File: config.mk
export PLATFORM = sky130hd
export DESIGN_NAME = debug_cmd_deframer
export DESIGN_NICKNAME = d
export VERILOG_FILES = /design/src/rtl/debug_cmd_deframer.sv
export SDC_FILE = /design/constraint.sdc
export NUM_CORES = 1
export LEC_CHECK = 0
export CAP_MARGIN = 15
export CORE_ASPECT_RATIO = 1.2
export CORE_MARGIN = 2
export CORE_UTILIZATION = 45
export CTS_BUF_LIST = sky130_fd_sc_hd__clkbuf_4 sky130_fd_sc_hd__clkbuf_8
export CTS_CLUSTER_DIAMETER = 60
export DETAILED_ROUTE_END_ITERATION = 8
export PLACE_DENSITY = 0.72
export SLEW_MARGIN = 20
export SYNTH_ARGS = -nofsm -noshare
export SYNTH_HDL_FRONTEND = slang
export SYNTH_SLANG_ARGS = --single-unit
File: constraint.sdc
create_clock -name i_Clock -period 2.5 [get_ports i_Clock]
set_input_delay 0.5 -clock i_Clock [delete_from_list [all_inputs] [get_ports i_Clock]]
set_output_delay 0.5 -clock i_Clock [all_outputs]
set_load 0.005 [all_outputs]
File: src/rtl/debug_cmd_deframer.sv
// rtl/debug_cmd_deframer.sv - assembles UART bytes into opcode + little-endian payload debug commands
module debug_cmd_deframer #(
    parameter logic [7:0] OP_WRITE_PC       = 8'h07,
    parameter logic [7:0] OP_READ_REGISTER  = 8'h08,
    parameter logic [7:0] OP_WRITE_REGISTER = 8'h09,
    parameter int         TIMEOUT_CLKS      = 1000000
) (
    input  logic        i_Clock,
    input  logic        i_Reset,
    input  logic        i_Rx_DV,
    input  logic [7:0]  i_Rx_Byte,
    output logic        o_Cmd_Valid,
    input  logic        i_Cmd_Ready,
    output logic [7:0]  o_Cmd_Opcode,
    output logic [4:0]  o_Cmd_Reg_Addr,
    output logic [31:0] o_Cmd_Data,
    output logic        o_Frame_Error,
    output logic        o_Overrun,
    output logic        o_Busy
);

    localparam int TW = $clog2(TIMEOUT_CLKS);
    // Expiry fires on the edge where the counter would reach TIMEOUT_CLKS-1.
    localparam logic [TW-1:0] TIMEOUT_LAST = TW'(TIMEOUT_CLKS - 2);

    typedef enum logic [1:0] {S_IDLE, S_PAYLOAD, S_OUTPUT} state_t;

    state_t        state;
    logic [2:0]    payload_len;
    logic [2:0]    byte_idx;
    logic [TW-1:0] timeout_cnt;
    logic [1:0]    data_idx;
    logic          is_reg_op;
    logic          handshake;
    logic          take_opcode;

    function automatic logic [2:0] payload_len_of(input logic [7:0] op);
        if (op == OP_WRITE_PC)       return 3'd4;
        if (op == OP_READ_REGISTER)  return 3'd1;
        if (op == OP_WRITE_REGISTER) return 3'd5;
        return 3'd0;
    endfunction

    assign is_reg_op   = (o_Cmd_Opcode == OP_READ_REGISTER) || (o_Cmd_Opcode == OP_WRITE_REGISTER);
    assign handshake   = (state == S_OUTPUT) && o_Cmd_Valid && i_Cmd_Ready;
    // A byte in the handshake cycle starts the next frame so back-to-back commands survive.
    assign take_opcode = i_Rx_DV && ((state == S_IDLE) || handshake);
    assign data_idx    = is_reg_op ? 2'(byte_idx - 3'd1) : byte_idx[1:0];
    assign o_Busy      = (state != S_IDLE);

    always_ff @(posedge i_Clock or posedge i_Reset) begin
        if (i_Reset) begin
            state          <= S_IDLE;
            payload_len    <= '0;
            byte_idx       <= '0;
            timeout_cnt    <= '0;
            o_Cmd_Valid    <= 1'b0;
            o_Cmd_Opcode   <= '0;
            o_Cmd_Reg_Addr <= '0;
            o_Cmd_Data     <= '0;
            o_Frame_Error  <= 1'b0;
            o_Overrun      <= 1'b0;
        end else begin
            o_Frame_Error <= 1'b0;
            o_Overrun     <= 1'b0;
            if (take_opcode) begin
                o_Cmd_Opcode   <= i_Rx_Byte;
                o_Cmd_Reg_Addr <= '0;
                o_Cmd_Data     <= '0;
                payload_len    <= payload_len_of(i_Rx_Byte);
                byte_idx       <= '0;
                timeout_cnt    <= '0;
                if (payload_len_of(i_Rx_Byte) == 3'd0) begin
                    state       <= S_OUTPUT;
                    o_Cmd_Valid <= 1'b1;
                end else begin
                    state       <= S_PAYLOAD;
                    o_Cmd_Valid <= 1'b0;
                end
            end else begin
                case (state)
                    S_PAYLOAD: begin
                        if (i_Rx_DV) begin
                            timeout_cnt <= '0;
                            if (is_reg_op && byte_idx == 3'd0 && i_Rx_Byte[7:5] != 3'd0) begin
                                o_Frame_Error  <= 1'b1;
                                state          <= S_IDLE;
                                o_Cmd_Reg_Addr <= '0;
                                o_Cmd_Data     <= '0;
                            end else begin
                                if (is_reg_op && byte_idx == 3'd0) begin
                                    o_Cmd_Reg_Addr <= i_Rx_Byte[4:0];
                                end else begin
                                    case (data_idx)
                                        2'd0:    o_Cmd_Data[7:0]   <= i_Rx_Byte;
                                        2'd1:    o_Cmd_Data[15:8]  <= i_Rx_Byte;
                                        2'd2:    o_Cmd_Data[23:16] <= i_Rx_Byte;
                                        default: o_Cmd_Data[31:24] <= i_Rx_Byte;
                                    endcase
                                end
                                if (byte_idx == payload_len - 3'd1) begin
                                    state       <= S_OUTPUT;
                                    o_Cmd_Valid <= 1'b1;
                                end else begin
                                    byte_idx <= byte_idx + 3'd1;
                                end
                            end
                        end else if (timeout_cnt == TIMEOUT_LAST) begin
                            o_Frame_Error  <= 1'b1;
                            state          <= S_IDLE;
                            o_Cmd_Reg_Addr <= '0;
                            o_Cmd_Data     <= '0;
                        end else begin
                            timeout_cnt <= timeout_cnt + TW'(1);
                        end
                    end
                    S_OUTPUT: begin
                        if (handshake) begin
                            o_Cmd_Valid <= 1'b0;
                            state       <= S_IDLE;
                        end else if (i_Rx_DV) begin
                            o_Overrun <= 1'b1;
                        end
                    end
                    default: state <= S_IDLE;
                endcase
            end
        end
    end

endmodule

==> metrics.md <==
| Metric | Value |
|---|---|
| Cell Area, Synth | around 0.0037 mm² |
| Met2 usage | 33.9% |
| Setup WS post-layout | between 0.1 and 0.15 ns |
| Worst endpoint required time | 2.75 ns |
| TritonCTS Buffers | 9 |
| DR WL/cell | ~16 µm |
| Min cycle time layout | between 2 and 2.5 ns |
| Area grow syn2layout | 32.0% |
| Die area | between 0.008 and 0.009 mm² |
| FF/Latch Area | between 0.0015 and 0.002 mm² |
| Largest area contributor in the netlist | dfrtp_1 |
| Mux share of post-synthesis cell area | 13.0% |
| Clk sinks | 75 |
| Core Util, Final | 60.7% |
| Final worst-path cycle share | ~94% |
| Clk buf depth | 2 |
| GRT Total Usage | 21.3% |
| CP Data Arrival Time | around 2.6 ns |
| Top cell type's share of synthesized area | between 50% and 60% |
| Ys async rst share | 100% |
| Die Ht | just over 100 µm |
| Synthesized net count | between 300 and 400 |
| Worst vdd ir | 0.606 mV |
| Initial antenna violation count | 0 |
| Crit-path slowest cell | or4b_4 |
| Routed wire length | roughly 8700 µm |
| Site Rows | 36 |
| Routing usage on met1 | between 20% and 30% |
| Synth unique cells | 51 |
| Dpl hpwl | between 6000 and 7000 µm |
| Initial Util | a little under half |
| Crit end category | flop |
| Top_reg_cell synth | dfrtp_1 |
| Post-DRT Antenna Nets | 0 |
| Buf/Inv on CP | 1 |
| Sequential-to-total area share from yosys stat | around half |
| Pins Over Slew Limit | 0 |
| Post-cts resize count | 0 |
| Most frequent cells in the layout | dfrtp_1 (75), clkdlybuf4s50_1 (60), nand2_1 (40) |
| Type of the most critical hold path | reg2reg |
| Clock root cell | clkbuf_8 |
| Total leakage power | 2.26 nW |
| I/O Buffers | 60 |
| Run status | complete, no violations |
| Post-Synth XOR/XNOR Area | 2.38% |
| Top delay family on crit path | simple AND/OR/NAND/NOR gates |
| Avg Cell Area, Syn | around 11 µm² |
| Synthesized flop and latch total | 75 |
| RSZ-0062 raised after global routing | no |
| Later-pin clock latency in the skew report | around 0.36 ns |
| Total power | between 4 and 5 mW |
| Vias per cell | between 5 and 6 |
| Drt first-iter violations | 84 |
| Crit Path Category | reg2reg |
| H-tree lvl count | 3 |
| Most Used Layer, Global Route | met2 |
| Setup TNS Final | 0 ns |
| Least-Margin Pin Slew | 0.601 ns |
| Synth Instances | 331 |
| Critical Path Fanout Max | 8 |
| Slew margin rel. | 59.5% |
| CP cell instances | or4b_4 > nor4_1 > a31oi_1 > a211oi_4 > buf_12 > mux2_2 |
| Total power per unit cell area | approximately 1000 mW/mm² |
| Max Cap Viol | 0 |
| # hold bufs at CTS | 0 |
| NumNets Final | between 400 and 500 |
| First-pass GRT wire length | 14700 µm |
| Synth Area in Compound Gates | 10.5% |
| Adder-cell share of the synthesized area | between 1 and 1.5% |
| Final Hold Viols | 0 |
| Critical Path Max Stage Delay | roughly 0.53 ns |
| Vias in the first global route | between 2000 and 3000 |
| Total gr overflow | 0 |
| Final setup violation count | 0 |
| Top-Level Pins | 61 |
| Largest family of logic cells by synthesized area | simple AND/OR/NAND/NOR gates |
| Routability cong. | 0.879 |
| Core ar. | roughly 0.008 mm² |
| Share of cells above drive strength 1 | between 20% and 30% |
| Clock skew | around 0.012 ns |
| Number of diodes | 0 |
| Yosys synthesis warning count | 0 |
| Filler cells | around 670 |
| Initial DRT Pass Iterations | 4 |
| Most common cell after layout, fill and taps aside | dfrtp_1 |
| Met3 global-route usage | about 4.5% |
| Register clock-pin slew on the reported worst setup and hold paths | roughly 0.090 ns |
| CTS tree | yes |
| Area of the multi-input gates | approximately 0.0017 mm² |
| Vias | about 2900 |
| Hold Slack | ~0.48 ns |
| # Post-CTS Setup Buffers | 0 |
| Largest net degree at the start of global routing | 45 |
| Die width | between 80 and 90 µm |
| Post-synth EDFFs | 0 |
| Type of origin of the critical path | flop |
| DR DRC count | 0 |
| Pre-CTS setup slack | -0.105 ns |
| Synth area leaders | dfrtp_1 (51%), mux2_2 (9.2%), nand2_1 (4.1%) |
| Max Freq | around 430 MHz |
| Post-Synth Simple-Gate Area | roughly a fifth |
## metrics by stage
step           cell area [µm²]  std cells
6_report                  4870        528
3_5_place_dp              4660        512
2_1_floorplan             3690        331
3_3_place_gp              4660        512
5_1_grt                   4870        528
4_1_cts                   4870        528
## worst paths after layout
check | start | to | slack, ns | depth (start not counted)
max in group asynchronous | i_Reset | o_Cmd_Opcode[2] | 1.49 | 3
hold / removal | o_Cmd_Opcode[0] | o_Cmd_Opcode[0] | 0.48 | 2
setup reg to reg | o_Cmd_Opcode[6] | o_Cmd_Data[26] | 0.15 | 6
min in group asynchronous | i_Reset | timeout_cnt[16] | 0.56 | 3
hold reg to reg | o_Cmd_Opcode[0] | o_Cmd_Opcode[0] | 0.48 | 2
setup / recovery | o_Cmd_Opcode[6] | o_Cmd_Data[26] | 0.15 | 6
## area by class of cell
class | instances | share of cell area (%)
Tap cell | 95 | 2.44
Clock buffer | 9 | 2.55
Sequential cell | 75 | 38.6
Multi-Input combinational cell | 237 | 35.5
Timing Repair Buffer | 94 | 18.4
Clock inverter | 7 | 1.72
Inverter | 11 | 0.849
## routing by layer
layer  part of all wire, %  vias to the layer above  wire length (µm)
met2                    49                       93              4220
li1                      -                     1394                 -
met4                   1.5                        0               128
met1                    45                     1386              3870
met3                   5.1                       15               444
met5                     0                        -                 0
## cell usage after synthesis, drive strengths merged (4+ instances only)
master / number
and2: 9
ha: 4
mux2: 38
inv: 11
nand2: 40
a21oi: 13
xor2: 8
o211ai: 4
nand3: 10
nand4: 6
or3: 10
o21ai: 13
o31ai: 4
nor2: 24
nor3: 4
clkbuf: 5
nor4: 5
dfrtp: 75
## report_power, final
part | total, mW | internal (mW) | switching, mW
Clock | 0.985 | 0.478 | 0.507
Sequential | 1.80 | 1.55 | 0.246
Combinational | 2.08 | 1.23 | 0.849
## tightest hold or removal path, stage by stage, from the launching register on
cell and delay [ns]:
dfrtp_1 0.35, nand2_1 0.05, nand2_1 0.06
## kinds of logic after synthesis
logic type,Yosys count
DFF,75
xor gates and xnor gates,10
buffers and inverters,19
muxes,40
adders and majority gates,4
AOI/OAI and AO/OA,53
and+or+nand+nor,130
## state kept, by name, indices dropped and copies added (netlist names)
| register | flops |
|---|---|
| o_Cmd_Valid | 1 |
| byte_idx | 3 |
| timeout_cnt | 20 |
| payload_len | 2 |
| o_Cmd_Reg_Addr | 5 |
| o_Cmd_Opcode | 8 |
| o_Cmd_Data | 32 |
| o_Overrun | 1 |
| state | 2 |
| o_Frame_Error | 1 |
Note: power is estimated with default switching activity, not from simulation.
